<file path="config.mk">
export PLATFORM = sky130hd
export DESIGN_NAME = sorted_drain
export DESIGN_NICKNAME = d
export VERILOG_FILES = /design/src/rtl/sort_pkg.sv /design/src/rtl/sorted_drain_snapshot_ram.sv /design/src/rtl/sorted_drain.sv
export SDC_FILE = /design/constraint.sdc
export NUM_CORES = 1
export LEC_CHECK = 0
export CORE_AREA = 2 2 417 419
export CTS_CLUSTER_SIZE = 14
export DETAILED_ROUTE_END_ITERATION = 6
export DIE_AREA = 0 0 419 421
export GPL_TIMING_DRIVEN = 0
export REMOVE_ABC_BUFFERS = 1
export SYNTH_ARGS = -nofsm -noshare
export SYNTH_HDL_FRONTEND = slang
export SYNTH_HIERARCHICAL = 1
export SYNTH_SLANG_ARGS = --single-unit
export TNS_END_PERCENT = 50
</file>
<file path="constraint.sdc">
create_clock -name clk -period 9.3 [get_ports clk]
set_clock_uncertainty 0.2 [all_clocks]
set_input_delay 1.395 -clock clk [delete_from_list [all_inputs] [get_ports clk]]
set_output_delay 1.395 -clock clk [all_outputs]
set_load 0.005 [all_outputs]
</file>
<file path="src/rtl/sort_pkg.sv">
// Shared constants and state encoding for the insertion sorter and its drain stage.
package sort_pkg;

    localparam int SORT_N  = 64;
    localparam int SORT_W  = 8;
    localparam int SORT_LW = $clog2(SORT_N + 1);

    typedef enum logic {
        S_IDLE,
        S_STREAM
    } state_t;

endpackage

</file>
<file path="src/rtl/sorted_drain_snapshot_ram.sv">
// N x 2W snapshot register file: wide parallel write, one indexed read port.
module snapshot_ram #(
    parameter int N  = sort_pkg::SORT_N,
    parameter int W  = sort_pkg::SORT_W,
    parameter int LW = $clog2(N + 1)
) (
    input  logic            clk,
    input  logic            wr_en,
    input  logic [N*W-1:0]  wr_data,
    input  logic [N*W-1:0]  wr_addr,
    input  logic [LW-1:0]   rd_idx,
    output logic [W-1:0]    rd_data,
    output logic [W-1:0]    rd_addr
);

    logic [2*W-1:0] mem [N];

    always_ff @(posedge clk) begin
        if (wr_en) begin
            for (int i = 0; i < N; i++) begin
                mem[i] <= {wr_data[W*i +: W], wr_addr[W*i +: W]};
            end
        end
    end

    // Out-of-range index (one past the final entry) reads as zero.
    always_comb begin
        rd_data = '0;
        rd_addr = '0;
        for (int i = 0; i < N; i++) begin
            if (rd_idx == LW'(i)) begin
                rd_data = mem[i][2*W-1:W];
                rd_addr = mem[i][W-1:0];
            end
        end
    end

endmodule

</file>
<file path="src/rtl/sorted_drain.sv">
// Snapshots the sorter output buses and streams the first len entries, largest first.
module sorted_drain #(
    parameter int N  = sort_pkg::SORT_N,
    parameter int W  = sort_pkg::SORT_W,
    parameter int LW = $clog2(N + 1)
) (
    input  logic            clk,
    input  logic            rst,
    input  logic            capture,
    input  logic [LW-1:0]   len,
    input  logic [N*W-1:0]  sorted_data,
    input  logic [N*W-1:0]  sorted_addr,
    output logic            out_valid,
    input  logic            out_ready,
    output logic [W-1:0]    out_data,
    output logic [W-1:0]    out_addr,
    output logic [LW-1:0]   out_index,
    output logic            out_last,
    output logic            busy,
    output logic            done,
    output logic            overrun
);

    import sort_pkg::*;

    localparam logic [LW-1:0] N_L = LW'(N);
    localparam logic [LW-1:0] ONE = LW'(1);

    state_t         state;
    state_t         state_next;
    logic [LW-1:0]  cnt;
    logic [LW-1:0]  cnt_new;
    logic [LW-1:0]  idx_next;
    logic           hs;
    logic           wr_en;
    logic           done_next;
    logic           ovr_set;
    logic [W-1:0]   rd_data;
    logic [W-1:0]   rd_addr;

    assign busy      = (state == S_STREAM);
    assign out_valid = busy;
    assign hs        = out_valid && out_ready;
    assign cnt_new   = (len > N_L) ? N_L : len;
    assign idx_next  = out_index + ONE;

    snapshot_ram #(
        .N  (N),
        .W  (W),
        .LW (LW)
    ) u_ram (
        .clk     (clk),
        .wr_en   (wr_en),
        .wr_data (sorted_data),
        .wr_addr (sorted_addr),
        .rd_idx  (idx_next),
        .rd_data (rd_data),
        .rd_addr (rd_addr)
    );

    always_comb begin
        state_next = state;
        wr_en      = 1'b0;
        done_next  = 1'b0;
        ovr_set    = 1'b0;
        unique case (state)
            S_IDLE: begin
                if (capture) begin
                    wr_en = 1'b1;
                    if (cnt_new != '0) begin
                        state_next = S_STREAM;
                    end else begin
                        done_next = 1'b1;
                    end
                end
            end
            S_STREAM: begin
                if (hs && out_last) begin
                    done_next = 1'b1;
                    // A capture on the final beat chains straight into the next drain.
                    if (capture) begin
                        wr_en      = 1'b1;
                        state_next = (cnt_new != '0) ? S_STREAM : S_IDLE;
                    end else begin
                        state_next = S_IDLE;
                    end
                end else if (capture) begin
                    ovr_set = 1'b1;
                end
            end
            default: state_next = S_IDLE;
        endcase
    end

    // Entry 0 comes straight from the live bus so it is visible one edge after capture.
    always_ff @(posedge clk) begin
        if (rst) begin
            state     <= S_IDLE;
            cnt       <= '0;
            out_index <= '0;
            out_data  <= '0;
            out_addr  <= '0;
            out_last  <= 1'b0;
            done      <= 1'b0;
            overrun   <= 1'b0;
        end else begin
            state <= state_next;
            done  <= done_next;
            if (ovr_set) begin
                overrun <= 1'b1;
            end
            if (wr_en) begin
                cnt       <= cnt_new;
                out_index <= '0;
                out_data  <= sorted_data[W-1:0];
                out_addr  <= sorted_addr[W-1:0];
                out_last  <= (cnt_new == ONE);
            end else if (hs) begin
                out_index <= idx_next;
                out_data  <= rd_data;
                out_addr  <= rd_addr;
                out_last  <= (idx_next == cnt - ONE);
            end
        end
    end

endmodule

</file>
======== After elaboration in Yosys (flattened, before gate mapping) ========
Memory sizes are Yosys's and may differ from the RTL's.
Cells that the tools add are included.
W data, S select, Z words.
word-level totals
  logic and storage cells ................. 234
  memories ................................ 1
  bits in registers ....................... 34
  memory bits (writable) .................. 1024
cells by class
  bitwise gates (word level) .............. 1
  reductions and logical operators ........ 6
  magnitude comparators ................... 1
  add/subtract/negate cells ............... 2
  equality and inequality tests ........... 65
  mux-type cells .......................... 150
memories
  memory     depth  width  read ports  clocked after Yosys merged registers in  wr ports  RTL line                         source
  u_ram.mem  64     16     64          0                                        64        sorted_drain_snapshot_ram.sv:16  logic [2*W-1:0] mem [N];
operators with widths
  kind                   count
  $mux W8                132
  $eq A7 B6 Y1 const B   32
  $eq A7 B5 Y1 const B   16
  $eq A7 B4 Y1 const B   8
  $eq A7 B3 Y1 const B   4
  $eq A7 B1 Y1 const B   2
  $eq A7 B2 Y1 const B   2
  $mux W1                14
  $add A7 B1 Y7 const B  1
  $eq A7 B7 Y1           1
  $gt A7 B7 Y1 const B   1
  $logic_not A7 Y1       1
  $mux W7                1
  $reduce_bool A7 Y1     1
  $sub A7 B1 Y7 const B  1
  $pmux W1 S2            3
  $logic_and A1 B1 Y1    2
  $reduce_bool A2 Y1     1
  $reduce_or A2 Y1       1
  $not A1 Y1             1

======== Depth between registers and ports, before layout ========
Gate-level depths: netlist (run 1).
  word-level depth ........................ 68
  mapped depth ............................ 18
  depth with buffers taken out ............ 14

======== By module ========
Netlist (run 1), hierarchy kept.
modules (own cells, without submodules)
  module        times used  cells each  area each (µm²)
  snapshot_ram  1           2618        40816.6
  sorted_drain  1           217         1705.4

======== Worst setup path before layout (run 1) ========
No wires, ideal clock.
  path type ............................... input-to-reg
  start ................................... in out_ready
  end ..................................... mem u_ram/mem[0][0] in the netlist's numbering (enable)
  setup time .............................. 0.690 ns
  path buffers ............................ 2
  data arrival time ....................... 8.429 ns
  cell stages on the path ................. 5
  path slack .............................. -0.018 ns
  path through ............................ a21boi_2 nand2b_1 buf_4 inv_2 buf_4
RTL lines
  what             RTL line                         source
  start, declared  sorted_drain.sv:14               input logic out_ready,
  end, declared    sorted_drain_snapshot_ram.sv:16

======== Worst setup path after layout (run 1) ========
  start ................................... reg out_index[0]
  end ..................................... reg out_addr[1]
on the way
  cells in the longest elaborated chain, start to end .. 68
  elaborated cells on any way between the ends .. 131
RTL lines
  what                    RTL line                         source
  start, declared         sorted_drain.sv:17               output logic [LW-1:0] out_index,
  start signal, assigned  sorted_drain.sv:119              out_index <= idx_next;
  $add A7 B1 Y7 (*)       sorted_drain.sv:45               assign idx_next = out_index + ONE;
  named net idx_next[3]   sorted_drain.sv:33               logic [LW-1:0] idx_next;
  $logic_not A7 Y1        sorted_drain_snapshot_ram.sv:31  if (rd_idx == LW'(i)) begin
  $mux W8 (63 in series)  sorted_drain_snapshot_ram.sv:31
  $mux W8 (*)             sorted_drain_snapshot_ram.sv:31
  named net rd_addr[1]    sorted_drain.sv:39               logic [W-1:0] rd_addr;
  $mux W8 (*)             sorted_drain.sv:118              end else if (hs) begin
  $mux W8 (*)             sorted_drain.sv:112              if (wr_en) begin
  end signal, assigned    sorted_drain.sv:116              out_addr <= sorted_addr[W-1:0];
  end signal, assigned    sorted_drain.sv:121              out_addr <= rd_addr;
  end, declared           sorted_drain.sv:16               output logic [W-1:0] out_addr,
Mark *: on every way through the listed nets, which the timed path passes. The rest lies on a longest branch. The select of a mux whose other input is x is not followed.
A chain may end at the register's enable or synchronous reset.

==> results of run 1 <==
area by class of cell:
| type | instances | area [um^2] | area share, % |
|---|---|---|---|
| diodes | 46 | 115 | 0.187 |
| clock buffers | 143 | 3110 | 5.05 |
| clock inverters | 76 | 831 | 1.35 |
| inverters | 16 | 77.6 | 0.126 |
| multi-input cells | 1571 | 10400 | 16.8 |
| well taps | 2325 | 2910 | 4.72 |
| flip-flops and latches | 1058 | 31400 | 51.0 |
| repair buffers | 1180 | 12700 | 20.7 |
kinds of logic (layout without fill, tap and decap cells):
family	count (synthesis)	after routing	synth area share, %
flip-flops	1058	1058	73.9
AO/OA/AOI/OAI	894	894	14.3
AND/OR/NAND/NOR	594	594	7.11
buffers and inverters	206	1415	2.59
multiplexers	59	59	1.59
XOR/XNOR	22	22	0.453
adder cells (fa/ha/maj)	2	2	0.0588
other	0	46	0
where the power goes:
group | total, W | internal, W | switching [W]
logic | 0.000998 | 0.000518 | 0.000480
clock network | 0.00487 | 0.00277 | 0.00210
registers | 0.00566 | 0.00556 | 0.000107
how the worst max path moves through the flow:
| stage | end | depth (start not counted) |
|---|---|---|
| finish | out_addr[1] | 13 |
| global route | out_data[0] | 12 |
| CTS | out_data[0] | 12 |
| detailed placement | out_data[0] | 12 |
| global placement | out_data[0] | 11 |
| floorplan | u_ram/mem[0][0] | 3 |
layer usage:
layer  vias up  wire length, um  track usage, %
met5         -              310               0
met4        42            13100            14.0
met3       492            26500            7.59
met2      2572           124000            46.6
met1     17354            93700            33.9
li1      13769                -               -
worst max-delay path, stage by stage (launching register included):
cell	delay (ns)
dfxtp_1	0.64
nand3_1	0.21
xnor2_2	0.55
buf_8	0.22
buf_8	0.18
and4_1	1.16
nand2_1	1.04
o21ai_1	0.45
buf_6	0.22
o31a_1	0.50
a221oi_2	0.15
a21oi_1	0.84
nand2_1	0.39
a311oi_1	0.36
layout by cell type, fill, tap and decap left out, types with 31 or more instances in the layout:
master           count
clkdlybuf4s50_1   1061
edfxtp_1          1024
nand2_1            194
nor2_1             171
a21oi_1            167
o21ai_0            152
o22ai_1            125
clkbuf_16          121
a22oi_1             97
diode_2             46
mux2i_1             39
buf_8               38
nand3_1             35
o221ai_1            35
dfxtp_1             34
o211ai_1            32
a31oi_1             31
flip-flops by register name, summed over array words and instances, names as in the netlist:
name	count
out_index	7
out_last	1
out_data	8
u_ram/mem	1024
cnt	7
out_addr	8
done	1
overrun	1
busy	1
per-stage QoR:
step | cell area (um^2) | power, W
4_1_cts | 61500 | 0.0116
5_1_grt | 61600 | 0.0118
3_5_place_dp | 57500 | 0.00674
6_report | 61600 | 0.0115
3_3_place_gp | 55000 | 0.00690
2_1_floorplan | 41500 | 0.00609
==> metrics.md, run 1 <==
| Metric | Value |
|---|---|
| Synth warnings | 6 |
| Grt ovf | 0 |
| Non-Filler Instances | 6,415 |
| Initial core utilization | 24.7% |
| Synth top area cells | edfxtp_1 (72%), a21oi_1 (2.0%), o22ai_1 (1.8%) |
| DPL Wire Length | 199,000 um |
| Hold Path End | cnt[6] |
| GRT Util Overall | 28.3% |
| Fin crit share | 78.3% |
| DRT antenna net count | 0 |
| Final layout net count | 4,982 |
| Residual DRC | 0 |
| Vias/cell | 5.34 |
| Critical path class | flip-flop to flip-flop |
| Worst Setup Slack, final | 2.02 ns |
| Iter 0 DRT Violations | 5,438 |
| R2R Path Start | out_index[0] |
| Top cells by count, synth | edfxtp_1 (1,024), nand2_1 (194), nor2_1 (179), a21oi_1 (168), o21ai_0 (154) |
| Dpl ws | 1.92 ns |
| Clk sinks | 1,058 |
| Post-CTS Setup Bufs | 0 |
| EDFF count, synth | 1,024 |
| Seq/Total Area, Yosys | 73.9% |
| Die Wd | 419 um |
| Worst Path Arrival | 7.75 ns |
| Share of post-route cells with drive strength above 1 | 9.99% |
| CTS clk-pin slew, worst paths | 0.06 ns |
| Setup TNS Final | 0 ns |
| Worst hold slack | 0.279 ns |
| Mapped Avg Cell Area | 15.0 um^2 |
| Data required, critical path | 9.77 ns |
| Vias in the first global route | 33,002 |
| First-pass GRT wire length | 325,000 um |
| Largest area contributor in the netlist | edfxtp_1 |
| GP Congestion | 0.930 |
| Worst Reg-to-Reg Cells | 13 |
| Layout area overhead | 44.9% |
| Cell count after synthesis | 2,835 |
| Status | finished, violations left |
| Share of the synthesized area in the top cell type | 72.3% |
| Worst hold start | cnt[6] |
| H-Tree Depth | 3 |
| FILL cells | 16,647 |
| RSZ-0062 raised after global routing | false |
| Final Core Density | 35.7% |
| Crit. Startpoint | out_index[0] |
| Vias | 34,229 |
| Port-buffer cells | 1,062 |
| Cells after DPL | 6,150 |
| Pins Over Slew Limit | 13 |
| Rows | 153 |
| Final wirelength | 258,000 um |
| Crit Path Max Fanout | 14 |
| Leak | 20.2 nW |
| Power per cell area | 187 nW/um^2 |
| Worst skew pair latency | 0.79 ns |
| Finish-stage setup viols | 0 |
| DRT Pass-1 Iters | 5 |
| Hold Path Class | flip-flop to flip-flop |
| CP endpoint kind | flip-flop |
| Top-Level Pins | 1,063 |
| Slew HR | -0.544% |
| Worst VDD drop | 0.000147 V |
| Cell Area, Synth | 42,500 um^2 |
| Gates resized, CTS repair | 0 |
| Synth cell types | 104 |
| Initial antenna violation count | 82 |
| Post-layout min period | 7.28 ns |
| Max cap viols | 1 |
| Core ar. | 172,000 um^2 |
| Post-synthesis async set-or-reset flop share | 0% |
| CTS root buffer | clkbuf_16 |
| R2r setup slk | 2.02 ns |
| Largest net degree at the start of global routing | 130 |
| CTS tree | built |
| Die Y | 421 um |
| Final hold vios | 0 |
| Drt wl/cell | 40.2 um |
| RR Endpoint | out_addr[1] |
| Top-count cell post-synth | edfxtp_1 |
| Predominant post-synthesis flop cell | edfxtp_1 |
| Clock buffer depth | 3 |
| CTS buffer count | 118 |
| Worst Tran Pin Value | 1.51 ns |
| #FFs+latches synth | 1,058 |
| Max Fclk | 137 MHz |
| Failing checks | capacitance limit, slew limit |
| Cts hold-fix bufs | 0 |
| Crit path launch type | flip-flop |
| Die ar. | 176,000 um^2 |
| Worst Hold Depth | 2 |
Power figures use the tool's default switching activity.
==> inputs of run 2 (changes only) <==
--- a/config.mk
+++ b/config.mk
@@ -5,10 +5,10 @@
 export SDC_FILE = /design/constraint.sdc
 export NUM_CORES = 1
 export LEC_CHECK = 0
-export CORE_AREA = 2 2 417 419
+export CORE_AREA = 2 2 419 421
 export CTS_CLUSTER_SIZE = 14
 export DETAILED_ROUTE_END_ITERATION = 6
-export DIE_AREA = 0 0 419 421
+export DIE_AREA = 0 0 421 423
 export GPL_TIMING_DRIVEN = 0
 export REMOVE_ABC_BUFFERS = 1
 export SYNTH_ARGS = -nofsm -noshare
==> constraint.sdc (replaced) <==
create_clock -name clk -period 7 [get_ports clk]
set_clock_uncertainty 0.2 [all_clocks]
set_input_delay 1.05 -clock clk [delete_from_list [all_inputs] [get_ports clk]]
set_output_delay 1.05 -clock clk [all_outputs]
set_load 0.005 [all_outputs]
==> metrics.md, run 2 (synthesized netlist as in run 1, its figures left out) <==
| Metric | Value |
|---|---|
| CTS root buffer | clkbuf_16 |
| Delay-heaviest family, CP | simple AND/OR/NAND/NOR gates |
| GP Congestion | 0.958 |
| Clk sinks | 1,058 |
| Vias in the first global route | 32,767 |
| Worst path depth | 14 |
| CTS tree | built |
| Clock buffer depth | 3 |
| Die Wd | 421 um |
| Critical path class | flip-flop to flip-flop |
| H-Tree Depth | 3 |
| Initial core utilization | 24.5% |
| DRT Pass-1 Iters | 7 |
| RSZ-0062 raised after global routing | true |
| Final layout net count | 4,985 |
| Final hold vios | 0 |
| Worst Path Arrival | 7.47 ns |
| Port-buffer cells | 1,062 |
| CP bufs+invs | 5 |
| Drt wl/cell | 40.8 um |
| Power per cell area | 245 nW/um^2 |
| Pwr Total | 0.0151 W |
| Failing checks | DRC, capacitance limit, slew limit, setup timing |
| Slew HR | -2.19% |
| Most frequent cells in the layout | clkdlybuf4s50_1 (1,061), edfxtp_1 (1,024), nand2_1 (192), nor2_1 (167), a21oi_1 (163) |
| Layout area overhead | 44.6% |
| Vias/cell | 5.35 |
| Max cap viols | 1 |
| Grt ovf | 0 |
| Finish-stage setup viols | 1 |
| Die ar. | 178,000 um^2 |
| CP max stage cell | nor4b_1 |
| CP endpoint kind | flip-flop |
| Commonest non-fill, non-tap cell in the layout | clkdlybuf4s50_1 |
| Post-layout min period | 7.05 ns |
| DPL Wire Length | 201,000 um |
| CTS buffer count | 118 |
| Max Fclk | 142 MHz |
| Cells along the critical path | ha_4, buf_12, buf_16, buf_16, nor4bb_4, buf_6, buf_6, nand2_1, o211ai_1, a211oi_2, nor4b_1, o211ai_1, nand2_1, a311oi_1 |
| Vias | 34,360 |
| Data required, critical path | 7.42 ns |
| First-pass GRT wire length | 329,000 um |
| Final wirelength | 262,000 um |
| Crit Path Max Fanout | 50 |
| Max reg flops | 1,024 |
| Worst Tran Pin Value | 1.53 ns |
| Initial antenna violation count | 81 |
| Worst Reg-to-Reg Cells | 14 |
| Most flops, register | u_ram/mem |
| Dpl ws | -1.19 ns |
| Core ar. | 173,000 um^2 |
| Worst Hold Depth | 2 |
| Leak | 20.2 nW |
| Largest net degree at the start of global routing | 137 |
| Share of post-route cells with drive strength above 1 | 10.3% |
| Rows | 153 |
| CTS clk-pin slew, worst paths | 0.06 ns |
| Worst VDD drop | 0.000218 V |
| Top-Level Pins | 1,063 |
| Worst Setup Slack, final | -0.0522 ns |
| Hold Path Class | flip-flop to flip-flop |
| Residual DRC | 11 |
| Worst skew pair latency | 0.81 ns |
| Pins Over Slew Limit | 19 |
| Die Y | 423 um |
| Biggest regs | u_ram/mem (1024), out_addr (8), out_data (8) |
| Crit path launch type | flip-flop |
| DRT antenna net count | 0 |
| CP max stage delay | 0.94 ns |
| Status | finished, violations left |
| Iter 0 DRT Violations | 5,770 |
| Fin crit share | 101% |
| GRT Util Overall | 28.3% |
## run 2: repair_timing
action                                  CTS  global route
endpoints found under the setup margin   14             5
pin swaps                                 5             1
gates resized for setup                  19             6
setup buffers                             5             0
gates cloned                              1             0
hold buffers                              0             0
## run 2: metal layers
layer  vias to the layer above  global-route usage, %  share of wire [%]
met3                       479                   7.59                 11
met4                        20                   11.9                4.4
met2                      2634                   47.3                 49
met1                     17461                   34.3                 36
met5                         -                      0              0.048
li1                      13766                      -                  -
## run 2: final timing paths
kind	startpoint	endpoint	slack, ns
setup / recovery	out_index[0]	out_data[3]	-0.05
hold / removal	cnt[6]	cnt[6]	0.27
setup reg to reg	out_index[0]	out_data[3]	-0.05
hold reg to reg	cnt[6]	cnt[6]	0.27
## run 2: power by group
group,switching (W),internal [W]
clock,0.00277,0.00347
sequential,0.000142,0.00738
combinational,0.000642,0.000689
## run 2: tightest hold or removal path, cell delays in order, from the launching register on
cell	delay (ns)
dfxtp_1	0.32
nand2_1	0.05
a21oi_1	0.05
## run 2: layout make-up
class                           instances  area (um^2)
Timing Repair Buffer                 1182        12700
Tap cell                             2325         2910
Sequential cell                      1058        31400
Inverter                               16         77.6
Clock inverter                         64          638
Fill cell                           16686       112000
Antenna cell                           51          128
Clock buffer                          151         3140
Multi-Input combinational cell       1572        10500
## run 2: per-stage QoR
step           hold slack [ns]  util [%]  cells  instance area (um^2)  TNS (ns)
6_report                 0.269      35.5   6419                 61500   -0.0522
5_1_grt                  0.300      35.5   6398                 61400   -0.0173
4_1_cts                  0.271      35.4   6368                 61300         0
3_5_place_dp             0.263      33.1   6147                 57400     -7.24
3_3_place_gp             0.258      31.8   6032                 55000         -
2_1_floorplan            0.239         -   2645                 41500  -7086.65
